<file path="config.mk">
export PLATFORM = sky130hd
export DESIGN_NAME = store_drain
export DESIGN_NICKNAME = d
export VERILOG_FILES = /design/src/rtl/store_drain.sv
export SDC_FILE = /design/constraint.sdc
export NUM_CORES = 1
export LEC_CHECK = 0
export BUFFER_PORTS_ARGS = -buffer_cell sky130_fd_sc_hd__buf_4
export CAP_MARGIN = 20
export CORE_UTILIZATION = 31
export DETAILED_ROUTE_END_ITERATION = 6
export PLACE_DENSITY = 0.82
export SYNTH_ARGS = -nofsm -noshare
export SYNTH_HDL_FRONTEND = slang
export SYNTH_SLANG_ARGS = --single-unit
export TNS_END_PERCENT = 10
</file>
<file path="constraint.sdc">
create_clock -name clk -period 4.35 [get_ports clk]
set_input_delay 0.87 -clock clk [delete_from_list [all_inputs] [get_ports clk]]
set_output_delay 0.87 -clock clk [all_outputs]
set_load 0.05 [all_outputs]
</file>
<file path="src/rtl/store_drain.sv">
// Store drain stage: writes retired stores from the store buffer head to
// data memory, popping each entry only once the write has completed.
module store_drain #(
   parameter int STORE_GROUP = 8,
   parameter int CNT_W       = 4
) (
   input  logic        clk,
   input  logic        resetn,
   input  logic        retire_store,
   input  logic        sb_head_valid,
   input  logic [3:0]  sb_head_wstrb,
   input  logic [31:0] sb_head_addr,
   input  logic [31:0] sb_head_data,
   output logic        sb_pop,
   output logic        data_req,
   output logic        data_wr,
   output logic [1:0]  data_size,
   output logic [31:0] data_addr,
   output logic [3:0]  data_wstrb,
   output logic [31:0] data_wdata,
   input  logic        data_addr_ok,
   input  logic        data_data_ok,
   output logic        drain_empty
);

   if (CNT_W < $clog2(STORE_GROUP + 1)) begin : g_cnt_chk
      $error("CNT_W too narrow for STORE_GROUP");
   end

   typedef enum logic [1:0] {IDLE, REQ, WAIT} state_t;

   state_t           state;
   logic [CNT_W-1:0] pending;
   logic [CNT_W-1:0] pending_nxt;
   logic [31:0]      phys;

   assign sb_pop      = (state == WAIT) && data_data_ok;
   assign pending_nxt = pending + CNT_W'(retire_store) - CNT_W'(sb_pop);

   always_ff @(posedge clk or negedge resetn) begin
      if (!resetn) begin
         state   <= IDLE;
         pending <= '0;
      end else begin
         pending <= pending_nxt;
         unique case (state)
            IDLE: if (pending != '0 && sb_head_valid) state <= REQ;
            REQ:  if (data_addr_ok) state <= WAIT;
            WAIT: if (data_data_ok) state <= (pending_nxt != '0) ? REQ : IDLE;
            default: state <= IDLE;
         endcase
      end
   end

   assign data_req    = (state == REQ);
   assign data_wr     = data_req;
   assign drain_empty = (pending == '0) && (state == IDLE);
   assign data_wstrb  = sb_head_wstrb;
   assign data_wdata  = sb_head_data;

   // kseg0/kseg1 are unmapped windows onto the low 512 MB
   assign phys = (sb_head_addr[31:30] == 2'b10) ?
                 {3'b000, sb_head_addr[28:0]} : sb_head_addr;

   always_comb begin
      data_size = 2'd2;
      data_addr = {phys[31:2], 2'b00};
      case (sb_head_wstrb)
         4'b0001, 4'b0010, 4'b0100, 4'b1000: begin
            data_size = 2'd0;
            data_addr = phys;
         end
         4'b0011, 4'b1100: begin
            data_size = 2'd1;
            data_addr = phys;
         end
         default: ;
      endcase
   end

endmodule

</file>
# --- Yosys cells after proc, flatten, opt, wreduce, memory -nomap -nowiden ---
# Cells that the tools add are included.
word_totals:
  ff_bits: 6
  latchBits: 0
  ramBits: 0
  rom_bits: 0
  inputBits: 74
  out_inout_bits: 74
  wordCells: 35
  memories: 0
op_classes:
  n_addsub: 2
  multipliers: 0
  div: 0
  magnitude_cmp: 0
  eq_ne: 12
  shifts: 0
  n_mux: 8
  n_bitwise: 0
  n_reduce_logical: 11
ops:
  columns: ["cell", "count"]
  rows:
  - ["2-to-1 mux 32 bit", 1]
  - ["equality test 4 x 2 -> 1 bit (second input constant)", 2]
  - ["equality test 4 bit (second input constant)", 2]
  - ["2-to-1 mux 2 bit", 4]
  - ["nonzero test 4 bit", 2]
  - ["one-hot mux 2 bit (3 select lines)", 1]
  - ["OR reduction 6 bit", 1]
  - ["adder 4 x 1 -> 4 bit", 1]
  - ["equality test 2 bit (second input constant)", 2]
  - ["equality test 4 x 1 -> 1 bit (second input constant)", 1]
  - ["equality test 4 x 3 -> 1 bit (second input constant)", 1]
  - ["logical NOT 4 bit", 1]
  - ["inequality test 2 bit (second input constant)", 2]
  - ["one-hot mux 2 bit (2 select lines)", 1]
  - ["OR reduction 4 bit", 1]
  - ["subtractor 4 x 1 -> 4 bit", 1]
  - ["logical AND 1 bit", 3]
  - ["AND reduction 3 bit", 1]
  - ["equality test 2 x 1 -> 1 bit (second input constant)", 1]
  - ["logical NOT 2 bit", 1]
  - ["inequality test 2 x 1 -> 1 bit (second input constant)", 1]
  - ["OR reduction 2 bit", 1]
  - ["2-to-1 mux 1 bit", 1]

# --- Depth between registers and ports, before layout ---
# Gate-level depths: netlist of run 1.
logic_depth:
  ltp_word: 7
  mapped_depth: 11
  mapped_depth_nobuf: 11

# --- Worst setup path before layout of run 1 ---
# No wires, ideal clock.
synth_timing:
  path_kind: "input-to-reg"
  from: "in data_data_ok"
  to: "reg state[0]"
  setup_ns: 0.110
  t_arrival_ns: 3.091
  setup_slack_ns: 1.149
  stages: 11
  path_buffers: 0
  cell_sequence: "nand2_1 -> nor2_1 -> ha_1 -> inv_1 -> ha_1 -> inv_1 -> fa_1 -> xor2_1 -> nand4_1 -> mux2i_1 -> o41ai_1"
synth_via:
  elab_chain_len: 6
  word_cells_on_any_way: 8
synth_rtl:
  columns: ["item", "line", "text"]
  rows:
  - ["start, declared", "22", "input logic data_data_ok,"]
  - ["logical AND 1 bit", "37", "assign sb_pop = (state == WAIT) && data_data_ok;"]
  - ["named net sb_pop", "14", "output logic sb_pop,"]
  - ["subtractor 4 x 1 -> 4 bit", "38", "assign pending_nxt = pending + CNT_W'(retire_store) - CNT_W'(sb_pop);"]
  - ["nonzero test 4 bit", "49", "WAIT: if (data_data_ok) state <= (pending_nxt != '0) ? REQ : IDLE;"]
  - ["2-to-1 mux 1 bit", "49", null]
  - ["2-to-1 mux 2 bit", "49", null]
  - ["one-hot mux 2 bit (3 select lines)", "46", "unique case (state)"]
  - ["end signal, assigned", "49", null]
  - ["end, declared", "32", "state_t state;"]
# The timed path passes the listed nets, and every way through them passes these cells. The select of a mux whose other input is x is not followed.
# A chain may end at the register's enable or synchronous reset.

# --- Final worst setup path of run 1 ---
layout_timing:
  from: "in sb_head_wstrb[3]"
  to: "out data_addr[1]"
layout_via:
  elab_chain_len: 3
  word_cells_on_any_way: 8
layout_rtl:
  columns: ["item", "line", "text"]
  rows:
  - ["start, declared", "11", "input logic [3:0] sb_head_wstrb,"]
  - ["equality test 4 x 2 -> 1 bit, or another cell as far along", "68", "case (sb_head_wstrb)"]
  - ["OR reduction 6 bit (no line) *", null, null]
  - ["2-to-1 mux 2 bit *", "68", null]
  - ["end, declared", "18", "output logic [31:0] data_addr,"]
# Mark *: on every way between the ends. The rest lies on a longest branch, timed or not.

==> impl_metrics.csv, run 1 <==
group,metric,value,unit
clocking,post_cts_resized,0,
synthesis,synth_top_area_share,50.2,%
worst_setup_path,r2r_start,"state[1]",
placement,io_buffers,29,
pwr,power_leakage,0.400,nW
clocking,cts_buffers,3,
worst_setup_path,crit_type,"input pin to output pin",
synthesis,syn-num-nets,197,
clocking,cts_setup_buffers,0,
sta,totalNegativeSetupSlack,0,ps
clocking,clockRootBuffer,"clkbuf_4",
pwr,p_clk_share,10.3,%
sta,rsz0062_at_grt,"false",
layout,area_growth,-21.4,%
layout,drive_above_1_share,40.5,%
clocking,htree_levels,1,
clocking,cts_tree,"done",
clocking,hold_buffers,0,
grt,grt_max_degree,8,
sta,finalHoldViolCount,0,
worst_setup_path,required,3480,ps
worst_setup_path,startpoint_type,"input pin",
grt,antenna_found_initial,0,
synthesis,yosysWarnings,0,
clocking,path_clk_slew,40,ps
drt,detail-route-antenna-nets,0,
sta,timing.hold.ws,424,ps
grt,grt_overflow,0,
layout,nNetsFinal,166,
worst_setup_path,reg2reg_slack,2150,ps
drt,vias_per_cell,4.43,
grt,grt_pass1_wl,1840,um
layout,diodes,0,
floorplan,start_util,33.8,%
floorplan,ios,148,
worst_setup_path,cp_max_fo,3,
floorplan,die_h,57.6,um
synthesis,synth.area.top_cells,"buf_4, dfrtp_1, ha_1",
layout,final.fill_count,304,
drt,drtPass1Iterations,7,
pwr,intPower,0.000250,W
worst_setup_path,worstRegToRegCells,11,
synthesis,ys_seq_area_share,15.7,%
placement,hpwl,1010,um
synthesis,yosys_register_bits,6,
drt,drc,9,
clocking,insertion_delay,240,ps
floorplan,rows,19,
sta,drv_slew,0,
drt,routed_wl,1220,um
sta,worstMarginPinSlew,239,ps
sta,fin_crit,2470,ps
worst_setup_path,cp.arrival,1600,ps
placement,gp_congestion,0.724,
clocking,cts_max_path_buffers,2,
layout,post-route-util,26.6,%
sta,fmax,0.404,GHz
pwr,vdd_drop_max,0.000289,V
synthesis,syn_area_per_cell,8.18,um^2
worst_setup_path,worst_r2r_endpoint,"state[0]",
sta,setup_viol,0,
synthesis,syn_inst,117,
worst_setup_path,worstSetupEndpointType,"output pin",
drt,via_count,509,
pwr,switching_share,49.4,%
status,violations,"design-rule violations",
worst_setup_path,endpoint,"data_addr[1]",
synthesis,yosysTopAreaCell,"buf_4",
grt,grt_pass1_vias,461,
sta,relSlewSlack,83.8,%
synthesis,synthDistinctLibCells,25,
layout,seqCellArea,150,um^2
pwr,switchingPower,0.000244,W
layout,multi_input_area,285,um^2
drt,drtIter0Drc,16,
sta,finClkSkew,2.65,ps
floorplan,die_area,0.00331,mm^2
drt,wire_per_inst,10.6,um
floorplan,die_width,57.6,um
run,maxCapViolations,0,
pwr,finalPower,0.000494,W
pwr,power_density,657,mW/mm^2
status,status,"finished, violations left",
grt,grt_usage,7.24,%
pwr,p_comb_share,67.3,%
synthesis,syn_area,957,um^2
floorplan,fp.coreArea,0.00283,mm^2
worst_hold_path,hold_path.class,"input pin to async pin",
worst_setup_path,critPathLaunch,"sb_head_wstrb[3]",
pwr,pwr-share-seq,22.3,%
sta,post-route-period-util,56.9,%
clocking,clock-sinks,6,
[cells in the mapped netlist (all sizes together)]
cell type and instances:
a21boi 1, a21o 1, a21oi 1, and2 1
and2b 1, and3 1, buf 64, clkbuf 1
dfrtp 6, fa 1, ha 5, inv 10
mux2i 2, nand2 3, nand2b 1, nand3 2
nand4 2, nor2 4, nor2b 3, nor3 1
o21ai 1, o41ai 1, or2b 1, xnor2 1
xor2 2
[metal layers]
layer | up-vias | global-route usage [%] | share of wire, %
met4 | 0 | 8.36 | 3.9
met5 | - | 0 | 0
li1 | 235 | - | -
met2 | 37 | 11.3 | 44
met1 | 227 | 6.94 | 36
met3 | 10 | 2.49 | 16
[layout by cell type, fill, tap and decap left out]
| cell | instances |
|---|---|
| buf_4 | 29 |
| inv_1 | 10 |
| dfrtp_1 | 6 |
| ha_1 | 5 |
| nor2_1 | 4 |
| nand2_1 | 3 |
| nor2b_1 | 3 |
| clkbuf_4 | 3 |
| xor2_1 | 2 |
| nand3_1 | 2 |
| mux2i_1 | 2 |
| nand4_1 | 2 |
| a21o_1 | 1 |
| a21oi_4 | 1 |
| xnor2_1 | 1 |
| and2b_1 | 1 |
| a21boi_0 | 1 |
| nor3_1 | 1 |
| and3_4 | 1 |
| and2_1 | 1 |
| nand2b_1 | 1 |
| o41ai_1 | 1 |
| or2b_1 | 1 |
| o21ai_0 | 1 |
| fa_1 | 1 |
[registers in the layout, indices dropped and copies added, names as in the netlist]
name,cells
state,2
pending,4
[layout make-up]
cell class                 instances  share of cell area, %
timing repair buffer              29                   29.0
clock buffer                       3                   3.00
inverter                          10                   4.99
sequential                         6                   20.0
multi-input combinational         36                   37.9
tap                               31                   5.16
[logic make-up (layout without fill, tap and decap cells)]
kind of cell	after synthesis	count (layout)	share of synthesized area, %
buffers and inverters	75	42	54.5
AND/OR/NAND/NOR	20	20	11.6
adder cells (fa/ha/maj)	6	6	8.63
flip-flops	6	6	15.7
AO/OA/AOI/OAI	5	5	4.71
XOR/XNOR	3	3	2.75
multiplexers	2	2	2.09
[power by group through the flow]
stage / Combinational (W) / Sequential (W) / Clock [W]
finish: 0.000332 / 0.000110 / 0.0000510
global route: 0.000366 / 0.000115 / 0.0000594
CTS: 0.000336 / 0.000110 / 0.0000547
detailed placement: 0.000334 / 0.000111 / 0
global placement: 0.000328 / 0.000110 / 0
floorplan: 0.000414 / 0.000106 / 0
[worst min-delay path by stage]
stage | from | end | slack, ps | cells after the start
floorplan | state[0] | state[0] | 490 | 1
global placement | state[0] | state[0] | 510 | 1
detailed placement | state[0] | state[0] | 520 | 1
CTS | resetn | pending[3] | 420 | 1
global route | resetn | pending[3] | 410 | 1
finish | resetn | pending[3] | 420 | 1
[worst max-delay path: stages]
cell	delay (ps)
buf_4	120
nor2_1	160
xnor2_1	130
nor2b_1	120
buf_4	200
[metrics by stage]
stage          area (um^2)  instances  worst slack (ps)
4_1_cts                752        115              1860
3_3_place_gp           729        112              1690
6_report               752        115              1880
3_5_place_dp           729        112              1620
5_1_grt                752        115              1640
2_1_floorplan          957        117              1150
(Power assumes the default switching activity.)
==> run 2: changes to the inputs <==
--- a/config.mk
+++ b/config.mk
@@ -5,11 +5,12 @@
 export SDC_FILE = /design/constraint.sdc
 export NUM_CORES = 1
 export LEC_CHECK = 0
+export ABC_AREA = 1
 export BUFFER_PORTS_ARGS = -buffer_cell sky130_fd_sc_hd__buf_4
 export CAP_MARGIN = 20
-export CORE_UTILIZATION = 31
+export CORE_UTILIZATION = 30
 export DETAILED_ROUTE_END_ITERATION = 6
-export PLACE_DENSITY = 0.82
+export PLACE_DENSITY = 0.78
 export SYNTH_ARGS = -nofsm -noshare
 export SYNTH_HDL_FRONTEND = slang
 export SYNTH_SLANG_ARGS = --single-unit
==> constraint.sdc (replaced) <==
create_clock -name clk -period 2.5 [get_ports clk]
set_input_delay 0.5 -clock clk [delete_from_list [all_inputs] [get_ports clk]]
set_output_delay 0.5 -clock clk [all_outputs]
set_load 0.05 [all_outputs]
==> run 2 against run 1 <==
Net effect:
- the run now ends clean
- sequential power increased by 74%
- register-to-register slack got worse by 1800 ps
- non-clock buffer count unchanged
- critical path depth increased by 8
- global-route usage increased by 2.8 points
- routed wire length increased by 36%
- die area increased by 6.5%
- design area increased by 7.3%
- largest power group unchanged
==> impl_metrics.csv, run 2 <==
group,metric,value,unit
grt,grt_max_degree,7,
drt,drtIter0Drc,28,
drt,drtPass1Iterations,4,
drt,dr_wl_met2,804,um
sta,setup_viol,0,
drt,highest_layer,"met4",
floorplan,die_width,59.4,um
clocking,insertion_delay,240,ps
floorplan,die_h,59.4,um
layout,area_growth,-18.4,%
sta,totalNegativeSetupSlack,0,ps
worst_setup_path,slowest_stage,"fa_1",
synthesis,yosysTopAreaCell,"buf_4",
grt,grt_overflow,0,
pwr,power_density,1120,mW/mm^2
layout,drive_above_1_share,35.5,%
synthesis,syn_area_per_cell,7.06,um^2
floorplan,start_util,32.1,%
pwr,intPower,0.000425,W
sta,finalHoldViolCount,0,
synthesis,syn-num-nets,220,
synthesis,async_flop_share,100,%
synthesis,ys_seq_area_share,15.2,%
pwr,power_leakage,0.479,nW
sta,finClkSkew,1.96,ps
pwr,p_clk_share,9.8,%
placement,dpl-instance-area,785,um^2
synthesis,synthDistinctLibCells,16,
pwr,vdd_drop_max,0.000196,V
synthesis,synth.most_common_cell,"buf_4",
sta,fin_crit,2170,ps
drt,wl_met3,249,um
sta,relSlewSlack,81.6,%
layout,final.fill_count,335,
layout,diodes,0,
drt,wire_per_inst,11.0,um
synthesis,synth_top_area_share,48.6,%
sta,worstMarginPinSlew,274,ps
placement,gp_congestion,0.781,
floorplan,rows,20,
placement,io_buffers,29,
clocking,htree_levels,1,
clocking,cts_tree,"done",
worst_setup_path,crit_chain,"inv_1 -> nand2_1 -> nor2_4 -> ha_1 -> inv_1 -> ha_1 -> inv_1 -> fa_1 -> nand3_1 -> nor2_1 -> nand3_1 -> nand2_1 -> nand2_1",
grt,antenna_found_initial,0,
sta,rsz0062_at_grt,"false",
clocking,post_cts_resized,0,
synthesis,syn_inst,140,
status,status,"completed",
pwr,p_comb_share,69.1,%
worst_setup_path,r2r_start,"state[0]",
layout,largest_reg_flops,4,
layout,max_flop_register,"pending",
worst_setup_path,cpPeakStageDelay,510,ps
clocking,path_clk_slew,50,ps
layout,fin_area,807,um^2
worst_hold_path,hold_path.class,"input pin to async pin",
worst_setup_path,worstRegToRegCells,13,
worst_setup_path,required,2630,ps
sta,drv_slew,0,
drt,routed_wl,1660,um
worst_setup_path,crit_type,"flop to flop",
worst_setup_path,worst_r2r_endpoint,"state[0]",
placement,place_ws,171,ps
synthesis,synth-edff-count,0,
layout,layout_commonest_cell,"buf_4",
synthesis,yosys_register_bits,6,
sta,layout_setup_ws,326,ps
clocking,clock-sinks,6,
clocking,clockRootBuffer,"clkbuf_4",
synthesis,syn_area,988,um^2
pwr,switchingPower,0.000477,W
grt,grt_usage,10.0,%
sta,fmax,0.460,GHz
sta,post-route-period-util,87.0,%
run,maxCapViolations,0,
worst_setup_path,cp_max_fo,4,
clocking,hold_buffers,0,
worst_setup_path,worstSetupEndpointType,"flop",
synthesis,yosysWarnings,0,
drt,drc,0,
synthesis,yosys-top-cells-count,"buf_4, inv_1, nand2_1, nor2_1, nand3_1",
floorplan,die_area,0.00353,mm^2
drt,met1Wirelength,548,um
clocking,cts_setup_buffers,0,
floorplan,ios,148,
drt,via_count,598,
clocking,cts_max_path_buffers,2,
synthesis,ys.flop_type,"dfrtp_1",
worst_setup_path,cp.arrival,2310,ps
layout,top_regs,"pending: 4 flops, state: 2 flops",
pwr,pwr-share-seq,21.2,%
grt,grt_pass1_wl,2570,um
sta,timing.hold.ws,55.2,ps
layout,final_cell_mix,"buf_4, inv_1, nand2_1",
worst_setup_path,reg2reg_slack,330,ps
drt,vias_per_cell,3.96,
floorplan,fp.coreArea,0.00308,mm^2
worst_setup_path,startpoint_type,"flop",
clocking,cts_buffers,3,
pwr,switching_share,52.9,%
layout,nNetsFinal,189,
drt,detail-route-antenna-nets,0,
grt,grt_pass1_vias,576,
placement,hpwl,1420,um
synthesis,synth.area.top_cells,"buf_4, dfrtp_1, inv_1",
-- run 2: critical path, delay by kind of cell, from the launching register on --
family	cells	cell delay [ps]
adder cells (fa/ha/maj)	3	920
buffers and inverters	3	230
flip-flops	1	370
AND/OR/NAND/NOR	7	550
-- run 2: layout make-up --
type                       instances  area [um^2]  share of cell area (%)
inverter                          22         82.6                    10.2
timing repair buffer              29          218                    27.0
sequential                         6          150                    18.6
tap                               44         55.1                    6.82
clock buffer                       3         22.5                    2.79
multi-input combinational         47          279                    34.6
-- run 2: logic make-up after synthesis --
kind of cell             after synthesis  synth area share (%)
buffers and inverters                 87                  57.3
AND/OR/NAND/NOR                       38                  17.0
adder cells (fa/ha/maj)                6                  8.35
flip-flops                             6                  15.2
AO/OA/AOI/OAI                          2                  1.27
XOR/XNOR                               1                 0.886
-- run 2: power groups by stage --
stage               clock network, W  registers (W)  logic, W
floorplan                          0       0.000179  0.000747
global placement                   0       0.000191  0.000608
detailed placement                 0       0.000191  0.000624
CTS                        0.0000919       0.000189  0.000626
global route                0.000102       0.000197  0.000711
finish                     0.0000881       0.000191  0.000623
-- run 2: how the worst max path moves through the flow --
stage | cells after the start | from | to
after floorplan | 3 | sb_head_wstrb[1] | data_addr[0]
after global placement | 13 | data_data_ok | state[0]
after detailed placement | 13 | data_data_ok | state[0]
after CTS | 13 | state[0] | state[0]
after global routing | 13 | state[0] | state[0]
final | 13 | state[0] | state[0]
-- run 2: routing by layer --
metal / up-vias / global-route usage, %
met5: - / 0
met4: 0 / 10.9
met3: 8 / 6.77
met2: 46 / 14.1
met1: 255 / 9.11
li1: 289 / -
-- run 2: metrics by stage --
stage          utilization [%]  total power, W  cells
2_1_floorplan                -        0.000927    140
3_3_place_gp              25.5        0.000798    148
3_5_place_dp              25.5        0.000815    148
4_1_cts                   26.2        0.000907    151
5_1_grt                   26.2         0.00101    151
6_report                  26.2        0.000902    151
==> run 3: changes to the inputs <==
--- a/config.mk
+++ b/config.mk
@@ -8,6 +8,7 @@
 export ABC_AREA = 1
 export BUFFER_PORTS_ARGS = -buffer_cell sky130_fd_sc_hd__buf_4
 export CAP_MARGIN = 20
+export CORE_ASPECT_RATIO = 0.5
 export CORE_UTILIZATION = 30
 export DETAILED_ROUTE_END_ITERATION = 6
 export PLACE_DENSITY = 0.78
==> run 3 against run 2 <==
Net effect:
- maximum frequency fell by 0.93%
- cell count fell by 2.6%
- clock skew barely moved
- critical endpoint unchanged
- critical path depth did not move
- highest routed layer unchanged
- via count rose by 2.0%
==> impl_metrics.csv, run 3 (synthesized netlist as in run 2, its figures left out) <==
group,metric,value,unit
clocking,path_clk_slew,40,ps
clocking,post_cts_resized,0,
drt,drtIter0Drc,29,
worst_setup_path,cpPeakStageDelay,500,ps
sta,fmax,0.456,GHz
floorplan,die_h,42.6,um
clocking,htree_levels,1,
sta,setup_viol,0,
pwr,p_clk_share,15.1,%
worst_setup_path,r2r_start,"state[0]",
worst_setup_path,worst_r2r_endpoint,"state[0]",
pwr,switchingPower,0.000479,W
layout,area_growth,-17.0,%
worst_setup_path,worstRegToRegCells,13,
floorplan,die_width,83.2,um
pwr,switching_share,50.3,%
worst_setup_path,reg2reg_slack,310,ps
layout,fin_area,821,um^2
placement,io_buffers,29,
grt,grt_pass1_wl,2530,um
sta,post-route-period-util,87.8,%
sta,rsz0062_at_grt,"false",
layout,post-route-util,26.8,%
clocking,cts_buffers,3,
sta,worstMarginPinSlew,259,ps
sta,fin_crit,2190,ps
floorplan,rows,14,
grt,grt_overflow,0,
drt,routed_wl,1610,um
pwr,intPower,0.000473,W
sta,finalHoldViolCount,0,
drt,wire_per_inst,10.9,um
clocking,clockRootBuffer,"clkbuf_8",
grt,antenna_found_initial,0,
sta,finClkSkew,2.41,ps
layout,largest_reg_flops,4,
clocking,insertion_delay,220,ps
placement,gp_congestion,0.815,
layout,layout_commonest_cell,"buf_4",
pwr,p_comb_share,65.1,%
worst_setup_path,crit_chain,"inv_1 -> nand2_1 -> nor2_4 -> ha_1 -> inv_1 -> ha_1 -> inv_1 -> fa_1 -> nand3_1 -> nor2_1 -> nand3_1 -> nand2_1 -> nand2_1",
grt,grt_pass1_vias,568,
clocking,cts_tree,"done",
worst_setup_path,cp.arrival,2310,ps
clocking,cts_max_path_buffers,2,
drt,detail-route-antenna-nets,0,
layout,diodes,0,
pwr,vdd_drop_max,0.000218,V
pwr,power_density,1160,mW/mm^2
floorplan,die_area,0.00354,mm^2
clocking,hold_buffers,0,
status,status,"completed",
pwr,pwr-share-seq,19.8,%
grt,met2_usage,15.1,%
drt,drc,0,
floorplan,ios,148,
placement,hpwl,1390,um
layout,nNetsFinal,189,
sta,relSlewSlack,82.6,%
clocking,clock-sinks,6,
layout,final_cell_mix,"buf_4, inv_1, nand2_1",
drt,drtPass1Iterations,4,
sta,timing.hold.ws,74.5,ps
layout,drive_above_1_share,35.5,%
drt,vias_per_cell,4.15,
worst_setup_path,slowest_stage,"fa_1",
grt,grt_util_met1,7.61,%
floorplan,start_util,32.2,%
floorplan,fp.coreArea,0.00307,mm^2
grt,grt_max_degree,7,
placement,dpl-instance-area,779,um^2
pwr,finalPower,0.000951,W
grt,grt_usage,9.33,%
layout,top_regs,"pending: 4 flops, state: 2 flops",
clocking,cts_setup_buffers,0,
worst_setup_path,startpoint_type,"flop",
worst_setup_path,required,2610,ps
grt,grt-busiest-layer,"met2",
sta,drv_slew,0,
worst_setup_path,worstSetupEndpointType,"flop",
drt,via_count,610,
pwr,power_leakage,0.486,nW
worst_hold_path,hold_path.class,"input pin to async pin",
run,maxCapViolations,0,
grt,grtUsageMet3,6.50,%
worst_setup_path,crit_type,"flop to flop",
layout,max_flop_register,"pending",
worst_setup_path,cp_max_fo,4,
sta,totalNegativeSetupSlack,0,ps
run 3: cell counts in the layout (fill, tap and decap cells not counted):
No cell type changed its count.
run 3: cell type report:
cell class                      count  area, um^2
Clock buffer                        3        41.3
Tap cell                           40        50.0
Sequential cell                     6         150
Fill cell                         326        2240
Inverter                           22        82.6
Timing Repair Buffer               29         218
Multi-Input combinational cell     47         279
run 3: how the worst max path moves through the flow:
stage / startpoint / endpoint / slack (ps) / depth (start not counted)
2_1_floorplan: sb_head_wstrb[1] / data_addr[0] / 50 / 3
3_3_place_gp: data_data_ok / state[0] / 250 / 13
3_5_place_dp: data_data_ok / state[0] / 190 / 13
4_1_cts: state[0] / state[0] / 300 / 13
5_1_grt: state[0] / state[0] / 110 / 13
6_report: state[0] / state[0] / 310 / 13
run 3: power by group through the flow:
stage               Clock [W]  Combinational [W]  Sequential, W
global route         0.000152           0.000696       0.000196
global placement            0           0.000602       0.000191
CTS                  0.000146           0.000621       0.000190
detailed placement          0           0.000620       0.000191
finish               0.000143           0.000619       0.000189
floorplan                   0           0.000747       0.000179
run 3: critical path: cells and delay by family (launching register included):
family / cells / cell delay (ps)
buffers and inverters: 3 / 250
flip-flops: 1 / 360
AND/OR/NAND/NOR: 7 / 570
adder cells (fa/ha/maj): 3 / 900
run 3: per-layer routing:
layer  vias to the layer above  wire [um]
li1                        286          -
met1                       262        478
met2                        48        816
met3                        14        253
met4                         0         60
met5                         -          0
run 3: per-stage QoR:
stage | setup slack [ps] | cells
after CTS | 302 | 147
after detailed placement | 189 | 144
final | 306 | 147
after floorplan | 46.4 | 140
after global placement | 251 | 144
after global routing | 113 | 147
